**src/rtl/mult_div.sv**
```systemverilog
// mult_div: iterative signed 32x16 multiply / 32/16 divide unit.
// One operation in flight; results and exception are held until the next completion.
module mult_div (
  input  logic        clock,
  input  logic        ctrl_reset_n,
  input  logic [31:0] data_operandA,
  input  logic [15:0] data_operandB,
  input  logic        ctrl_MULT,
  input  logic        ctrl_DIV,
  output logic [31:0] data_result,
  output logic        data_exception,
  output logic        data_inputRDY,
  output logic        data_resultRDY
);

  typedef enum logic [1:0] {IDLE, MUL, DIV, DONE} state_e;

  state_e      state_q, state_d;
  logic [2:0]  cnt_q, cnt_d;
  logic        sign_q, sign_d;
  logic [31:0] opa_q, opa_d;      // multiplicand, or |dividend| shift register
  logic [15:0] opb_q, opb_d;      // multiplier, or |divisor|
  logic [47:0] acc_q, acc_d;
  logic [31:0] rem_q, rem_d;
  logic [31:0] quo_q, quo_d;
  logic [31:0] result_q, result_d;
  logic        exc_q, exc_d;

  // Operand magnitudes; -2^31 maps to 0x80000000, which is exact as unsigned.
  logic [31:0] a_abs;
  logic [15:0] b_abs;

  always_comb begin
    a_abs = data_operandA[31] ? (~data_operandA + 32'd1) : data_operandA;
    b_abs = data_operandB[15] ? (~data_operandB + 16'd1) : data_operandB;
  end

  // Multiply iteration: iteration 0 adds A * unsigned B[7:0], iteration 1 adds
  // (A * signed B[15:8]) << 8, giving the exact 48-bit signed product.
  logic [8:0]         slice9;
  logic signed [40:0] mul_a41, mul_s41, pp;
  logic [47:0]        pp48, pp_shift, mac;
  logic               mul_ovf;

  always_comb begin
    slice9   = cnt_q[0] ? {opb_q[15], opb_q[15:8]} : {1'b0, opb_q[7:0]};
    mul_a41  = {{9{opa_q[31]}}, opa_q};
    mul_s41  = {{32{slice9[8]}}, slice9};
    pp       = mul_a41 * mul_s41;
    pp48     = {{7{pp[40]}}, pp};
    pp_shift = cnt_q[0] ? {pp48[39:0], 8'd0} : pp48;
    mac      = acc_q + pp_shift;
    mul_ovf  = ~((&mac[47:31]) | ~(|mac[47:31]));
  end

  // Divide iteration: four unrolled restoring shift-subtract steps, MSB first.
  logic [31:0] rem_w, dvd_w, q_w, quo_fin;

  always_comb begin
    rem_w = rem_q;
    dvd_w = opa_q;
    q_w   = quo_q;
    for (int unsigned i = 0; i < 4; i++) begin
      rem_w = {rem_w[30:0], dvd_w[31]};
      dvd_w = {dvd_w[30:0], 1'b0};
      if (rem_w >= {16'd0, opb_q}) begin
        rem_w = rem_w - {16'd0, opb_q};
        q_w   = {q_w[30:0], 1'b1};
      end else begin
        q_w   = {q_w[30:0], 1'b0};
      end
    end
    quo_fin = sign_q ? (~q_w + 32'd1) : q_w;
  end

  // Next-state logic for the control FSM and datapath registers.
  always_comb begin
    state_d  = state_q;
    cnt_d    = cnt_q;
    sign_d   = sign_q;
    opa_d    = opa_q;
    opb_d    = opb_q;
    acc_d    = acc_q;
    rem_d    = rem_q;
    quo_d    = quo_q;
    result_d = result_q;
    exc_d    = exc_q;
    case (state_q)
      IDLE, DONE: begin
        if (ctrl_MULT || ctrl_DIV) begin
          sign_d = data_operandA[31] ^ data_operandB[15];
          cnt_d  = '0;
          if (ctrl_MULT) begin
            state_d = MUL;
            opa_d   = data_operandA;
            opb_d   = data_operandB;
            acc_d   = '0;
          end else begin
            state_d = DIV;
            opa_d   = a_abs;
            opb_d   = b_abs;
            rem_d   = '0;
            quo_d   = '0;
          end
        end
      end
      MUL: begin
        acc_d = mac;
        cnt_d = cnt_q + 3'd1;
        if (cnt_q[0]) begin
          result_d = mac[31:0];
          exc_d    = mul_ovf | (mac[31] ^ sign_q);
          state_d  = DONE;
        end
      end
      DIV: begin
        if (opb_q == '0) begin
          result_d = '0;
          exc_d    = 1'b1;
          state_d  = DONE;
        end else begin
          opa_d = dvd_w;
          rem_d = rem_w;
          quo_d = q_w;
          cnt_d = cnt_q + 3'd1;
          if (cnt_q == 3'd7) begin
            result_d = quo_fin;
            exc_d    = quo_fin[31] ^ sign_q;
            state_d  = DONE;
          end
        end
      end
      default: state_d = IDLE;
    endcase
  end

  // State and datapath registers.
  always_ff @(posedge clock or negedge ctrl_reset_n) begin
    if (!ctrl_reset_n) begin
      state_q  <= IDLE;
      cnt_q    <= '0;
      sign_q   <= 1'b0;
      opa_q    <= '0;
      opb_q    <= '0;
      acc_q    <= '0;
      rem_q    <= '0;
      quo_q    <= '0;
      result_q <= '0;
      exc_q    <= 1'b0;
    end else begin
      state_q  <= state_d;
      cnt_q    <= cnt_d;
      sign_q   <= sign_d;
      opa_q    <= opa_d;
      opb_q    <= opb_d;
      acc_q    <= acc_d;
      rem_q    <= rem_d;
      quo_q    <= quo_d;
      result_q <= result_d;
      exc_q    <= exc_d;
    end
  end

  always_comb begin
    data_result    = result_q;
    data_exception = exc_q;
    data_inputRDY  = (state_q == IDLE) || (state_q == DONE);
    data_resultRDY = (state_q == DONE);
  end

endmodule

```
**config.mk**
```make
export PLATFORM = sky130hd
export DESIGN_NAME = mult_div
export DESIGN_NICKNAME = d
export VERILOG_FILES = /design/src/rtl/mult_div.sv
export SDC_FILE = /design/constraint.sdc
export NUM_CORES = 2
export LEC_CHECK = 0
export ABC_AREA = 1
export BUFFER_PORTS_ARGS = -buffer_cell sky130_fd_sc_hd__buf_2
export CORE_MARGIN = 2
export CORE_UTILIZATION = 48
export DETAILED_ROUTE_END_ITERATION = 16
export SLEW_MARGIN = 0
export SYNTH_ARGS = -nofsm -noshare
export SYNTH_HDL_FRONTEND = slang
export SYNTH_SLANG_ARGS = --single-unit
```
**constraint.sdc**
```tcl
create_clock -name clock -period 18 [get_ports clock]
set_input_delay 2.7 -clock clock [delete_from_list [all_inputs] [get_ports clock]]
set_output_delay 2.7 -clock clock [all_outputs]
set_load 0.005 [all_outputs]
```
### After elaboration in Yosys (flattened, before gate mapping)

Cells that the tools add are included.

| storage, ports and cells | value |
|---|---|
| input bits | 52 |
| bits in latches | 0 |
| memory bits (writable) | 0 |
| word-level logic and storage cells | 105 |
| memories | 0 |
| bits in registers | 194 |
| memory bits (read-only) | 0 |
| output and inout bits | 35 |

| operators by class | value |
|---|---|
| eq/ne operators | 10 |
| magnitude comparators | 4 |
| $mul | 1 |
| shift-type cells | 0 |
| divide/modulo/power cells | 0 |
| bitwise gates (word level) | 10 |
| reductions and logical operators | 17 |
| muxes and demuxes | 44 |
| add/sub/neg operators | 9 |

Operators by type and width:

| kind | number |
|---|---|
| 32-bit 2-to-1 mux | 8 |
| 31-bit 2-to-1 mux | 7 |
| 48-bit 2-to-1 mux | 3 |
| 32-bit by 16-bit greater-or-equal comparator with 1-bit output | 4 |
| 32-bit one-hot mux with 2 select lines | 2 |
| 31-bit by 16-bit subtractor with 31-bit output | 4 |
| 48-bit one-hot mux with 2 select lines | 1 |
| 32-bit by 1-bit adder with 32-bit output (second input constant) | 2 |
| 32-bit NOT | 2 |
| 31-bit one-hot mux with 2 select lines | 1 |
| 28-bit one-hot mux with 2 select lines | 1 |
| 48-bit adder | 1 |
| 32-bit by 9-bit multiplier with 41-bit output | 1 |
| 16-bit 2-to-1 mux | 2 |
| 28-bit 2-to-1 mux | 1 |
| 17-bit AND reduction | 1 |
| 17-bit OR reduction | 1 |
| 16-bit by 1-bit adder with 16-bit output (second input constant) | 1 |
| 16-bit logical NOT | 1 |
| 16-bit NOT | 1 |
| 3-bit AND reduction | 4 |
| 2-bit 2-to-1 mux | 5 |
| 2-bit != test (second input constant) | 5 |
| 9-bit 2-to-1 mux | 1 |
| 19 further kinds | 35 |

### Longest topological paths before layout

| logic depth | value |
|---|---|
| word-level depth | 15 |
| depth in mapped cells | 79 |
| gate-level depth less buffers | 72 |

### Least setup slack after synthesis

Ideal clock, no wire load.

| timing | value |
|---|---|
| path type | register to register |
| from | register opa_q[31] |
| to | register result_q[28] (netlist: data_result[28]) |
| period minus slack after synthesis | 11.443 ns |
| cell stages (with the launch flop) | 74 |
| slack | 6.557 ns |
| arrival time | 11.377 ns |
| path buffers | 6 |
| data required time | 17.934 ns |
| cell sequence | dfrtp_1 > inv_1 > clkbuf_1 > ha_1 > inv_1 > fa_1 > nand2_1 > nand2_1 > nand3_1 > nand2_2 > nand2_2 > nand3_4 > buf_6 > buf_2 > buf_1 > nand2_1 > o21ai_0 > ha_1 > [... 38 more ...] > a31oi_1 > nand4_1 > nor2_2 > nand3_4 > inv_2 > ha_1 > nand3_1 > nor2_1 > nand3_1 > nor3_1 > a21oi_1 > inv_1 > o21ai_0 > a21oi_1 > o21ai_0 > o21ai_0 > nand2_1 > nand2_1 |

| on the way | value |
|---|---|
| word-level cells in the longest chain between the ends | 14 |
| elaborated cells on any way between the ends | 20 |
| those cells by class | add/sub (4); order compare (4); mux (11); bitwise (1) |

RTL lines:

| item | line | source |
|---|---|---|
| start: declaration | 21 | `logic [31:0] opa_q, opa_d;` |
| start signal: assignment | 154 | `opa_q <= opa_d;` |
| 31-bit by 16-bit subtractor with 31-bit output or 32-bit by 16-bit greater-or-equal comparator with 1-bit output (tied branches) | 67, 66 |  |
| 31-bit 2-to-1 mux | 66 | `if (rem_w >= {16'd0, opb_q}) begin` |
| 31-bit by 16-bit subtractor with 31-bit output or 32-bit by 16-bit greater-or-equal comparator with 1-bit output (tied branches) | 67, 66 |  |
| 31-bit 2-to-1 mux | 66 |  |
| 31-bit by 16-bit subtractor with 31-bit output or 32-bit by 16-bit greater-or-equal comparator with 1-bit output (tied branches) | 67, 66 |  |
| 31-bit 2-to-1 mux | 66 |  |
| 32-bit by 16-bit greater-or-equal comparator with 1-bit output | 66 |  |
| 1-bit 2-to-1 mux | 66 |  |
| 32-bit NOT (*) | 73 | `quo_fin = sign_q ? (~q_w + 32'd1) : q_w;` |
| 32-bit by 1-bit adder with 32-bit output (*) | 73 |  |
| 32-bit 2-to-1 mux (*) | 73 |  |
| 32-bit 2-to-1 mux (*) | 126 | `if (cnt_q == 3'd7) begin` |
| 32-bit 2-to-1 mux (*) | 117 | `if (opb_q == '0) begin` |
| 32-bit one-hot mux with 2 select lines (*) | 88 | `case (state_q)` |
| end signal: assignment | 159 | `result_q <= result_d;` |
| end: declaration | 26 | `logic [31:0] result_q, result_d;` |

Every way passes the cells marked *; elsewhere a longest branch is shown, timed or not. The select of a mux whose other input is x is not followed.
A chain may end at the register's enable or synchronous reset.

### Worst setup path after layout

Ends and elaborated chain as after synthesis.

==> summary.log <==
INFO  drt            drt-total-wl=91100um
INFO  drt            drc_viols=0
INFO  critical_path  timing_worst_setup_path_type=reg -> reg
INFO  sta            setup-violations-final=0
INFO  die            floorplan.die.width=246um
INFO  drt            detail_route.iter0.violations=1929
INFO  critical_path  worst_setup_path_end_kind=flop
INFO  clock_tree     cts-hold-fix-buffers=0
INFO  die            floorplan.initialDensity=48.6%
INFO  sta            final_max_slew_viol_count=0
INFO  cells_and_area areaGrowthSynthToFinish=6.36%
INFO  synth          synth_edf_count=0
INFO  job            max_cap_violations=0
INFO  critical_path  crit_arrival=15.03ns
INFO  sta            fin_crit_sh=81.0%
INFO  cells_and_area finish.instance_area=29800um2
INFO  sta            timing.setup.tns=0ns
INFO  synth          number_of_nets_produced_by_synthesis=4506
INFO  clock_tree     clk_path_buf_depth=2
INFO  sta            period_minus_ws_final=14.58ns
INFO  clock_tree     cts_inserted_buffers=17
INFO  placed_design  gp_congestion=0.959
INFO  cells_and_area final_common_cell=nand2_1
INFO  clock_tree     h-tree-depth=4
INFO  placed_design  place_hpwl=72900um
INFO  synth          postSynthRegisterBits=194
INFO  drt            m1WireLength=40300um
INFO  critical_path  critPathLaunchType=flop
INFO  critical_path  worstPathBufferInverterCount=11
INFO  cells_and_area seqCellArea=4860um2
INFO  clock_tree     cts_setup_buffers=0
INFO  synth          post_synthesis_cell_type_count=59
INFO  cells_and_area multiInputGateArea=20500um2
INFO  sta            fmax=0.0686GHz
INFO  critical_path  worst_path_most_repeated_cell=o21ai_0
INFO  clock_tree     insertion_delay=0.52ns
INFO  clock_tree     clock-sinks=194
INFO  synth          dominantRegCellSynth=dfrtp_1
INFO  die            core_area=57700um2
INFO  drt            drt_first_pass_iters=6
INFO  grt            grt_use_total=30.6%
INFO  drt            vias=26.5k
INFO  critical_path  critical_path_peak_fanout=46
INFO  clock_tree     cts_tree=built
INFO  cells_and_area nFillCells=6020
INFO  placed_design  io_buffer_count=86
INFO  die            die_h=246um
INFO  min_path       holdCritPathClass=reg -> reg
INFO  critical_path  slowest_stage=nor2_4
INFO  clock_tree     cts_root_buf=clkbuf_16
INFO  grt            globalRouteOverflowTotal=0
INFO  synth          synthArstFlopShare=100%
INFO  die            design.die.area=60400um2
INFO  grt            antenna_violations_before_repair=1
INFO  sta            finalClockSkew=0.0187ns
INFO  cells_and_area nNetsFinal=4520
INFO  sta            tightestPinTransition=1.23ns
INFO  placed_design  placedCellCount=4775
INFO  clock_tree     cts_repair_resize_count=0
INFO  cells_and_area final_util=51.7%
INFO  drt            routed-wl-met2=43200um
INFO  cells_and_area post_route_cells_drive_above_1_share=6.43%
INFO  placed_design  post_detailed_placement_cell_area=29200um2
INFO  die            count_of_pins_on_the_block_boundary=87
INFO  cells_and_area commonest_cells_after_routing_fill_and_taps_aside=926 x nand2_1, 592 x inv_1, 401 x nor2_1
INFO  clock_tree     clk_pin_slew=0.09ns
INFO  synth          synthCells=4015
INFO  synth          synth_sequential_area_ratio=17.3%
INFO  status         run_status=finished, final reports clean
INFO  die            rows=88
INFO  drt            met3_length=4560um
INFO  sta            timing.max_slew.rel_slack=18.1%
INFO  critical_path  cell_family_with_the_largest_share_of_critical_path_delay=compound AO/OA/AOI/OAI gates
INFO  drt            postRouteAntennaNets=0
INFO  cells_and_area final-instance-count-excl-fill=4807
INFO  sta            final-hold-violation-count=0
INFO  grt            wire_length_of_the_first_global_routing_pass=144000um
INFO  synth          synthesis.yosys.warnings=0
INFO  synth          post_synth_instance_area=28100um2
INFO  drt            routed_via_density=5.51
INFO  grt            first_global_vias=25.5k
INFO  drt            avgRoutedWirePerCell=18.9um
INFO  sta            unrepaired_setup_endpoints_after_global_routing=false
INFO  critical_path  worst_ep_required_time=18.45ns
INFO  grt            largest_net_degree_at_the_start_of_global_routing=85
INFO  drt            top_layer=met4
INFO  synth          postSynthAreaPerCell=6.99um2
INFO  cells_and_area antenna_cells=0
INFO  critical_path  worst_path_largest_cell_delay=0.57ns
==> path summary, 6_finish.rpt <==
| path | start | cells past startpoint | slack [ns] | endpoint |
|---|---|---|---|---|
| worst max-delay path | opa_q[31] | 69 | 3.42 | data_result[28] |
| worst max register to register | opa_q[31] | 69 | 3.42 | data_result[28] |
| min in group asynchronous | ctrl_reset_n | 1 | 2.18 | data_result[17] |
| max in group asynchronous | ctrl_reset_n | 2 | 14.49 | cnt_q[0] |
| worst min register to register | data_result[17] | 2 | 0.49 | data_result[17] |
| worst min-delay path | data_result[17] | 2 | 0.49 | data_result[17] |
==> layout make-up <==
class | instances | share of cell area, %
Sequential cell | 194 | 16.3
Clock buffer | 17 | 1.43
Inverter | 607 | 7.64
Clock inverter | 15 | 0.600
Tap cell | 765 | 3.21
Timing Repair Buffer | 113 | 2.16
Multi-Input combinational cell | 3096 | 68.7
==> through the flow <==
step | hold slack [ns] | setup WS [ns]
finish | 0.486 | 3.42
global route | 0.521 | 2.15
CTS | 0.487 | 3.74
detailed placement | 0.465 | 3.82
global placement | 0.458 | 4.23
floorplan | 0.457 | 6.56
==> worst reg2reg max path, delay by kind of cell (launching register included) <==
family                   cells  cell delay [ns]
AND/OR/NAND/NOR             26             4.87
adder cells (fa/ha/maj)      6             1.81
flip-flops                   1             0.38
buffers and inverters       11             1.98
AO/OA/AOI/OAI               26             5.50
==> cells in the mapped netlist, types with 40 or more instances <==
master    count  area (um2)
clkbuf_1    100         375
inv_1       592        2220
xnor2_1      73         639
o21ai_0     307        1540
nor2_1      403        1510
nor3_1       53         265
nand2_1     928        3480
xor2_1      102         893
nand4_1      40         250
fa_1        236        4720
nand3_1     203        1020
dfrtp_1     194        4850
ha_1        203        2540
a21oi_1     227        1140
==> flip-flops by register name, summed over array words and instances (netlist names) <==
name / flops
acc_q: 48
data_result: 32
opa_q: 32
rem_q: 31
quo_q: 28
opb_q: 16
cnt_q: 3
state_q: 2
data_exception: 1
sign_q: 1
==> routing by layer <==
layer  vias to the layer above  GRT usage, %
li1                      13000             -
met1                     12600          41.3
met3                       118          3.78
met2                       742          50.8
met4                         0          10.5
met5                         -             0
==> logic make-up after synthesis <==
| logic type | count (synthesis) | synth area share [%] |
|---|---|---|
| muxes | 5 | 0.178 |
| and+or+nand+nor | 1741 | 26.6 |
| DFF | 194 | 17.3 |
| buffers and inverters | 725 | 9.80 |
| AOI/OAI and AO/OA | 736 | 14.7 |
| adders and majority gates | 439 | 25.9 |
| xor gates and xnor gates | 175 | 5.46 |
Power is left out: the tool's default activity adds up to more than one toggle a clock period on the data nets, which glitch-free logic cannot reach.
